### src/rtl/keypad_scan.sv
// keypad_scan: 4x4 matrix keypad scanner.
// Drives one column low at a time and samples the synchronised, active-low rows once per
// column step. A frame of four steps is classified as none/single/multi, and a
// debounce FSM turns stable single-key frames into a key code plus a one-clock valid pulse.
// Optional feature macro: KEY_REPEAT_EN (auto-repeat while a key is held).
module keypad_scan #(
    parameter int unsigned CLK_DIV      = 50000,
`ifdef KEY_REPEAT_EN
    parameter int unsigned REPEAT_SCANS = 100,
`endif
    parameter int unsigned DEBOUNCE     = 4
) (
    input  logic       clk,
    input  logic       rst,
    input  logic [3:0] kb_row,
    output logic [3:0] kb_col,
    output logic [3:0] key_code,
    output logic       key_valid,
    output logic       key_down
);

    localparam int unsigned DivW = (CLK_DIV > 1) ? $clog2(CLK_DIV) : 1;
    localparam int unsigned CntW = $clog2(DEBOUNCE + 1);
    localparam logic [DivW-1:0] DivLast   = DivW'(CLK_DIV - 1);
    localparam logic [CntW-1:0] DebTarget = CntW'(DEBOUNCE);
    localparam logic [CntW-1:0] CntOne    = CntW'(1);
`ifdef KEY_REPEAT_EN
    localparam int unsigned RepW = $clog2(REPEAT_SCANS + 1);
    localparam logic [RepW-1:0] RepTarget = RepW'(REPEAT_SCANS);
`endif

    typedef enum logic [1:0] {StIdle, StDebounce, StPressed, StRelease} state_e;

    logic [3:0]      row_s1_q, row_s2_q;
    logic [DivW-1:0] div_q;
    logic [1:0]      col_idx_q;
    logic [1:0]      hits_q, hits_new;
    logic [3:0]      pos_q, pos_new;
    state_e          state_q, state_d;
    logic [CntW-1:0] cnt_q, cnt_d, cnt_inc;
    logic [3:0]      cand_q, cand_d;
    logic [3:0]      key_code_q, key_code_d;
    logic            key_valid_q, key_valid_d;
    logic            key_down_q, key_down_d;
`ifdef KEY_REPEAT_EN
    logic [RepW-1:0] rep_q, rep_d, rep_inc;
`endif

    logic       tick, frame_end;
    logic [3:0] row_low;
    logic [2:0] n_low;
    logic [1:0] row_sel;
    logic       f_none, f_single;
    logic       accept, release_key;
    logic [3:0] accept_key;

    // Two-flop synchroniser for the asynchronous row inputs; idle level is all ones.
    always_ff @(posedge clk or posedge rst) begin
        if (rst) begin
            row_s1_q <= 4'hF;
            row_s2_q <= 4'hF;
        end else begin
            row_s1_q <= kb_row;
            row_s2_q <= row_s1_q;
        end
    end

    assign tick      = (div_q == DivLast);
    assign frame_end = tick && (col_idx_q == 2'd3);

    // Column-step divider and column rotation.
    always_ff @(posedge clk or posedge rst) begin
        if (rst) begin
            div_q     <= '0;
            col_idx_q <= 2'd0;
        end else if (tick) begin
            div_q     <= '0;
            col_idx_q <= col_idx_q + 2'd1;
        end else begin
            div_q <= div_q + 1'b1;
        end
    end

    assign kb_col = ~(4'b0001 << col_idx_q);

    // Count low rows in the current column and remember the (last) low row index.
    always_comb begin
        row_low = ~row_s2_q;
        n_low   = 3'd0;
        row_sel = 2'd0;
        for (int r = 0; r < 4; r++) begin
            if (row_low[r]) begin
                n_low   = n_low + 3'd1;
                row_sel = 2'(r);
            end
        end
    end

    // Merge this column into the frame tally: hits saturates at 2 (= multi).
    always_comb begin
        if (hits_q == 2'd2 || n_low >= 3'd2 || (hits_q == 2'd1 && n_low == 3'd1)) begin
            hits_new = 2'd2;
        end else if (hits_q == 2'd1 || n_low == 3'd1) begin
            hits_new = 2'd1;
        end else begin
            hits_new = 2'd0;
        end
        pos_new = (hits_q == 2'd0 && n_low == 3'd1) ? {row_sel, col_idx_q} : pos_q;
    end

    assign f_none   = (hits_new == 2'd0);
    assign f_single = (hits_new == 2'd1);

    // Frame tally registers, cleared at each frame end.
    always_ff @(posedge clk or posedge rst) begin
        if (rst) begin
            hits_q <= 2'd0;
            pos_q  <= 4'd0;
        end else if (tick) begin
            hits_q <= frame_end ? 2'd0 : hits_new;
            pos_q  <= frame_end ? 4'd0 : pos_new;
        end
    end

    assign cnt_inc = cnt_q + 1'b1;
`ifdef KEY_REPEAT_EN
    assign rep_inc = rep_q + 1'b1;
`endif

    // Debounce FSM next-state and output logic; evaluated only at frame end.
    always_comb begin
        state_d     = state_q;
        cnt_d       = cnt_q;
        cand_d      = cand_q;
        key_code_d  = key_code_q;
        key_valid_d = 1'b0;
        key_down_d  = key_down_q;
        accept      = 1'b0;
        accept_key  = cand_q;
        release_key = 1'b0;
`ifdef KEY_REPEAT_EN
        rep_d       = rep_q;
`endif
        if (frame_end) begin
            unique case (state_q)
                StIdle: begin
                    if (f_single) begin
                        cand_d = pos_new;
                        cnt_d  = CntOne;
                        if (DEBOUNCE == 1) begin
                            accept     = 1'b1;
                            accept_key = pos_new;
                        end else begin
                            state_d = StDebounce;
                        end
                    end
                end
                StDebounce: begin
                    if (f_single && pos_new == cand_q) begin
                        cnt_d = cnt_inc;
                        if (cnt_inc == DebTarget) accept = 1'b1;
                    end else begin
                        state_d = StIdle;
                    end
                end
                StPressed: begin
                    if (f_none) begin
                        cnt_d = CntOne;
`ifdef KEY_REPEAT_EN
                        rep_d = '0;
`endif
                        if (DEBOUNCE == 1) release_key = 1'b1;
                        else               state_d     = StRelease;
                    end else begin
`ifdef KEY_REPEAT_EN
                        if (rep_inc == RepTarget) begin
                            key_valid_d = 1'b1;
                            rep_d       = '0;
                        end else begin
                            rep_d = rep_inc;
                        end
`endif
                    end
                end
                StRelease: begin
                    if (f_none) begin
                        cnt_d = cnt_inc;
                        if (cnt_inc == DebTarget) release_key = 1'b1;
                    end else begin
                        state_d = StPressed;
                    end
                end
                default: state_d = StIdle;
            endcase
        end
        if (accept) begin
            key_code_d  = accept_key;
            key_valid_d = 1'b1;
            key_down_d  = 1'b1;
            state_d     = StPressed;
`ifdef KEY_REPEAT_EN
            rep_d       = '0;
`endif
        end
        if (release_key) begin
            key_down_d = 1'b0;
            state_d    = StIdle;
        end
    end

    // FSM state and registered outputs.
    always_ff @(posedge clk or posedge rst) begin
        if (rst) begin
            state_q     <= StIdle;
            cnt_q       <= '0;
            cand_q      <= 4'd0;
            key_code_q  <= 4'd0;
            key_valid_q <= 1'b0;
            key_down_q  <= 1'b0;
`ifdef KEY_REPEAT_EN
            rep_q       <= '0;
`endif
        end else begin
            state_q     <= state_d;
            cnt_q       <= cnt_d;
            cand_q      <= cand_d;
            key_code_q  <= key_code_d;
            key_valid_q <= key_valid_d;
            key_down_q  <= key_down_d;
`ifdef KEY_REPEAT_EN
            rep_q       <= rep_d;
`endif
        end
    end

    assign key_code  = key_code_q;
    assign key_valid = key_valid_q;
    assign key_down  = key_down_q;

endmodule

### config.mk
export PLATFORM = sky130hd
export DESIGN_NAME = keypad_scan
export DESIGN_NICKNAME = d
export VERILOG_FILES = /design/src/rtl/keypad_scan.sv
export SDC_FILE = /design/constraint.sdc
export NUM_CORES = 1
export LEC_CHECK = 0
export ABC_AREA = 1
export BUFFER_PORTS_ARGS = -buffer_cell sky130_fd_sc_hd__buf_2
export CORE_ASPECT_RATIO = 1.75
export CORE_MARGIN = 10
export CORE_UTILIZATION = 45
export DETAILED_ROUTE_END_ITERATION = 16
export PLACE_DENSITY = 0.72
export SYNTH_ARGS = -nofsm -noshare
export SYNTH_HDL_FRONTEND = slang
export SYNTH_SLANG_ARGS = --single-unit
### constraint.sdc
create_clock -name clk -period 7.5 [get_ports clk]
set_clock_uncertainty 0.05 [all_clocks]
set_input_delay 0.375 -clock clk [delete_from_list [all_inputs] [get_ports clk]]
set_output_delay 0.375 -clock clk [all_outputs]
set_load 0.005 [all_outputs]
==> impl.org <==
** Status
- Outcome :: finished, final reports clean

** Timing
- Unrepaired setup endpoints after global routing :: false
- Worst Slack Setup Final :: 4.82 ns
- At the pin with the least slew margin, the transition time is 0.957 ns.
- The smallest clock period supported by the final layout is computed as 2.68 ns.
- Final-layout setup total negative slack :: 0 ns
- Highest Clock Rate :: 373 MHz
- Worst rel slew slack :: 0.361
- Worst slack on hold paths :: 0.111 ns
- The max-slew violation total from the final report is 0.
- Number of setup violations in the final report :: 0
- In the finished design, the share of the clock period the worst path needs comes to 0.358.
- Hold Vio Cnt, Final :: 0

** CTS
- Number of buffers on the longest clock path :: 2
- TritonCTS built the clock tree.
- The tree is rooted in a clkbuf_8.
- Number of CTS-inserted buffers :: 5
- Clock edge transition at the registers on the reported setup and hold paths :: 0.09 ns
- Hold repair after CTS inserted 0 buffers.
- Clock insertion delay at the later pin of the skew report :: 0.31 ns
- Clock tree sinks :: 47
- Htree depth :: 2
- Once the clock tree was built, the setup fixing pass inserted 0 buffers.
- In this run, post-CTS repair resized a total of 0 instances.

** Worst hold path
- Cell depth of the worst hold path :: 1
- Hold-critical path endpoint :: row_s1_q[3]$_DFF_PP1_
- Hold path startpoint :: kb_row[3]
- Min-delay worst type :: input port to register

** Floorplan
- In this run the vertical extent of the chip is 121 µm.
- Cell Rows :: 36
- The die covers 0.00942 mm².
- Chip Width :: 77.8 µm
- Top-Level Pins :: 16
- Core ar. :: 0.00563 mm²
- Effective utilization at floorplan :: 0.467

** Setup path
- The slowest stage of the critical path belongs to the cell dfstp_2.
- For the worst setup path, the data arrival time is 2.84 ns.
- The largest single stage delay on the critical path is 0.55 ns.
- The worst register-to-register path begins at row_s2_q[1]$_DFF_PP1_.
- The setup path with the least slack is of type register to register.
- The critical path starts at row_s2_q[1]$_DFF_PP1_.
- Crit path cell chain :: inv_1 -> ha_1 -> inv_1 -> nand2_2 -> nand2_2 -> nand2_1 -> nand2_2 -> inv_2 -> nand3_2 -> nor2_4 -> nand3_1 -> nand3_1 -> nand2_2 -> nor2_4 -> nand3_2 -> inv_2 -> nand4_4 -> nand2_1 -> o21ai_1
- Bufs and invs on worst path :: 4
- Library cell appearing most often on the critical path :: nand2_2
- CP Capture Type :: register
- Reg-to-reg critical path endpoint :: key_code[1]$_DFFE_PP0P_
- Cell class contributing the biggest share of worst-path delay :: simple AND/OR/NAND/NOR gates
- Maximum fanout encountered on the critical timing path :: 9
- Critical path launch point type :: register
- The setup check on the worst reg-to-reg path leaves a slack of 4.82 ns.
- The number of cells on the worst reg-to-reg path is 19.
- STA puts the critical path data required time at 7.65 ns.

** Detailed routing
- The detailed router placed 2064 vias in this run.
- Routed via count divided by cell count :: 4.90
- Drt first pass iters :: 4
- Number of DRC markers after the initial detailed-route iteration :: 98
- After detailed routing, the total wire length is 5.12 mm.
- Drc violations :: 0
- Once detail routing completed, the nets flagged for antenna violations numbered 0.
- Dividing the detail-routed wire length by the instance count gives 12.2 µm.

** Pwr
- Clock share of power :: 0.358
- Cell Pwr Density :: 165 mW/mm²
- Fraction of power spent switching nets :: 0.254
- For this design the static power due to leakage is 1.45 nW.
- Power spent charging and discharging nets :: 0.000121 W
- Power after layout :: 0.000477 W
- Of the total power, registers draw 0.543.
- Part of the power in combinational logic :: 0.100
- The worst-case IR drop observed on VDD is 145 µV.
- Internal power :: 0.000356 W

** Place
- Routability Congestion :: 0.877
- Buffers placed on the I/O ports in this run total 15.
- Once detailed placement completed, the half-perimeter wirelength came to 4.00 mm.
- OpenSTA, run right after detailed placement, puts the worst setup slack at 4.82 ns.
- In this run the cell area measured after placement is 0.00278 mm².

** Global route
- All-layer global routing usage :: 0.119
- First-pass GRT wire length :: 8.96 mm
- Entering global routing, the biggest net connects 48 pins.
- Global routing finished with a remaining overflow of 0.
- The number of antenna violations at the first check in global routing was 0.
- Via count of the first global-routing pass :: 2116

** Yosys
- Area fraction in compound gates after synthesis :: 0.0895
- When the netlist entered floorplanning its net count stood at 341.
- The mapped netlist covers 0.00263 mm².
- In this run, synthesis inferred 0 flip-flops with an integrated enable.
- Post-synthesis mux area share :: 0
- Avg Synthesized Cell Area :: 8.11 µm²
- Yosys printed 0 warnings.
- Of the total synthesized cell area, the portion taken by XOR and XNOR cells is 0.0100.
- The most used flip-flop cell after synthesis is dfrtp_1.
- Library cells used by synthesis :: 39
- Post-synthesis register bit count :: 47
- Sequential-to-total area share from yosys stat :: 0.451
- Synth Instances :: 324
- Of the total synthesized cell area, the portion taken by AND, OR, NAND and NOR gates is 0.296.
- In the synthesized netlist the async set-or-reset flop fraction comes to 1.00.
- By area, the combinational part of the netlist is dominated by simple AND/OR/NAND/NOR gates.
- Adder and majority cell fraction of the synthesized area :: 0.0524

** Finish
- The finished cells cover 0.00289 mm².
- The repair_antennas step left the layout with diodes totalling 0.
- From synthesis to final layout, the design area changed by 9.86%.
- Fraction of final layout cells sized beyond drive strength 1 :: 0.186
- In the final design database the tool counted 361 nets.

** Flow run
- Number of max-cap violations :: 0
[kinds of logic after synthesis]
logic type	Yosys count
AOI/OAI and AO/OA	36
xor gates and xnor gates	3
and+or+nand+nor	159
DFF	47
buffers and inverters	68
adders and majority gates	11
[worst max-delay path by stage]
stage / end / cells after the start
2_1_floorplan: key_code[0]$_DFFE_PP0P_ / 18
3_3_place_gp: key_code[1]$_DFFE_PP0P_ / 19
3_5_place_dp: key_code[1]$_DFFE_PP0P_ / 19
4_1_cts: cnt_q[2]$_DFFE_PP0P_ / 18
5_1_grt: key_code[0]$_DFFE_PP0P_ / 19
6_report: key_code[1]$_DFFE_PP0P_ / 19
[power by group through the flow]
stage	Combinational (W)	Clock, W	Sequential (W)
global placement	0.0000477	0	0.000264
floorplan	0.0000406	0	0.000263
finish	0.0000476	0.000171	0.000259
detailed placement	0.0000484	0	0.000264
CTS	0.0000487	0.000176	0.000259
global route	0.0000548	0.000186	0.000259
[metal layers]
metal / part of all wire / global-route usage / wire length [µm]
met1: 0.37 / 0.101 / 1900
met3: 0.033 / 0.0297 / 167
met2: 0.55 / 0.232 / 2830
met5: 0 / 0 / 0
met4: 0.042 / 0.0791 / 215
[Yosys cell counts, types with 5 or more instances]
cell / number / area share
dfrtp_1: 39 / 0.37
o21ai_0: 9 / 0.017
nand3_1: 22 / 0.042
o22ai_1: 5 / 0.012
nand2_1: 67 / 0.096
inv_2: 5 / 0.0071
nor2_1: 29 / 0.041
a21oi_1: 7 / 0.013
dfstp_2: 8 / 0.080
nand2_2: 9 / 0.021
o21ai_1: 6 / 0.011
ha_1: 11 / 0.052
nor3_1: 12 / 0.023
inv_1: 57 / 0.081
[metrics by stage]
step / utilization / cells
floorplan: - / 324
global placement: 0.494 / 413
detailed placement: 0.494 / 413
CTS: 0.513 / 421
global route: 0.513 / 421
finish: 0.513 / 421
[cell usage in the layout, fill, tap and decap left out, drive strengths merged, types with 6 or more instances in the layout]
cell type  netlist  routed
clkbuf           1       7
nand2           77      77
a21oi            8       8
dfstp            8       8
nor2            34      34
nor3            13      13
ha              11      11
dfrtp           39      39
nand4            6       6
inv             63      63
o21ai           16      16
buf              1      15
nand3           25      25
[cell type report]
| class | count | area [µm²] |
|---|---|---|
| multi-input cells | 209 | 1180 |
| clock inverters | 1 | 7.51 |
| flip-flops and latches | 47 | 1190 |
| well taps | 76 | 95.1 |
| fillers | 533 | 2740 |
| inverters | 66 | 250 |
| clock buffers | 7 | 96.3 |
| repair buffers | 15 | 75.1 |
[registers in the layout, summed over array words and instances (netlist names)]
| signal | flops |
|---|---|
| div_q | 16 |
| accept_key | 4 |
| key_code | 4 |
| pos_q | 4 |
| row_s1_q | 4 |
| row_s2_q | 4 |
| cnt_q | 3 |
| col_idx_q | 2 |
| hits_q | 2 |
| state_q | 2 |
| key_down | 1 |
| key_valid | 1 |
Note: power is estimated with default switching activity, not from simulation.
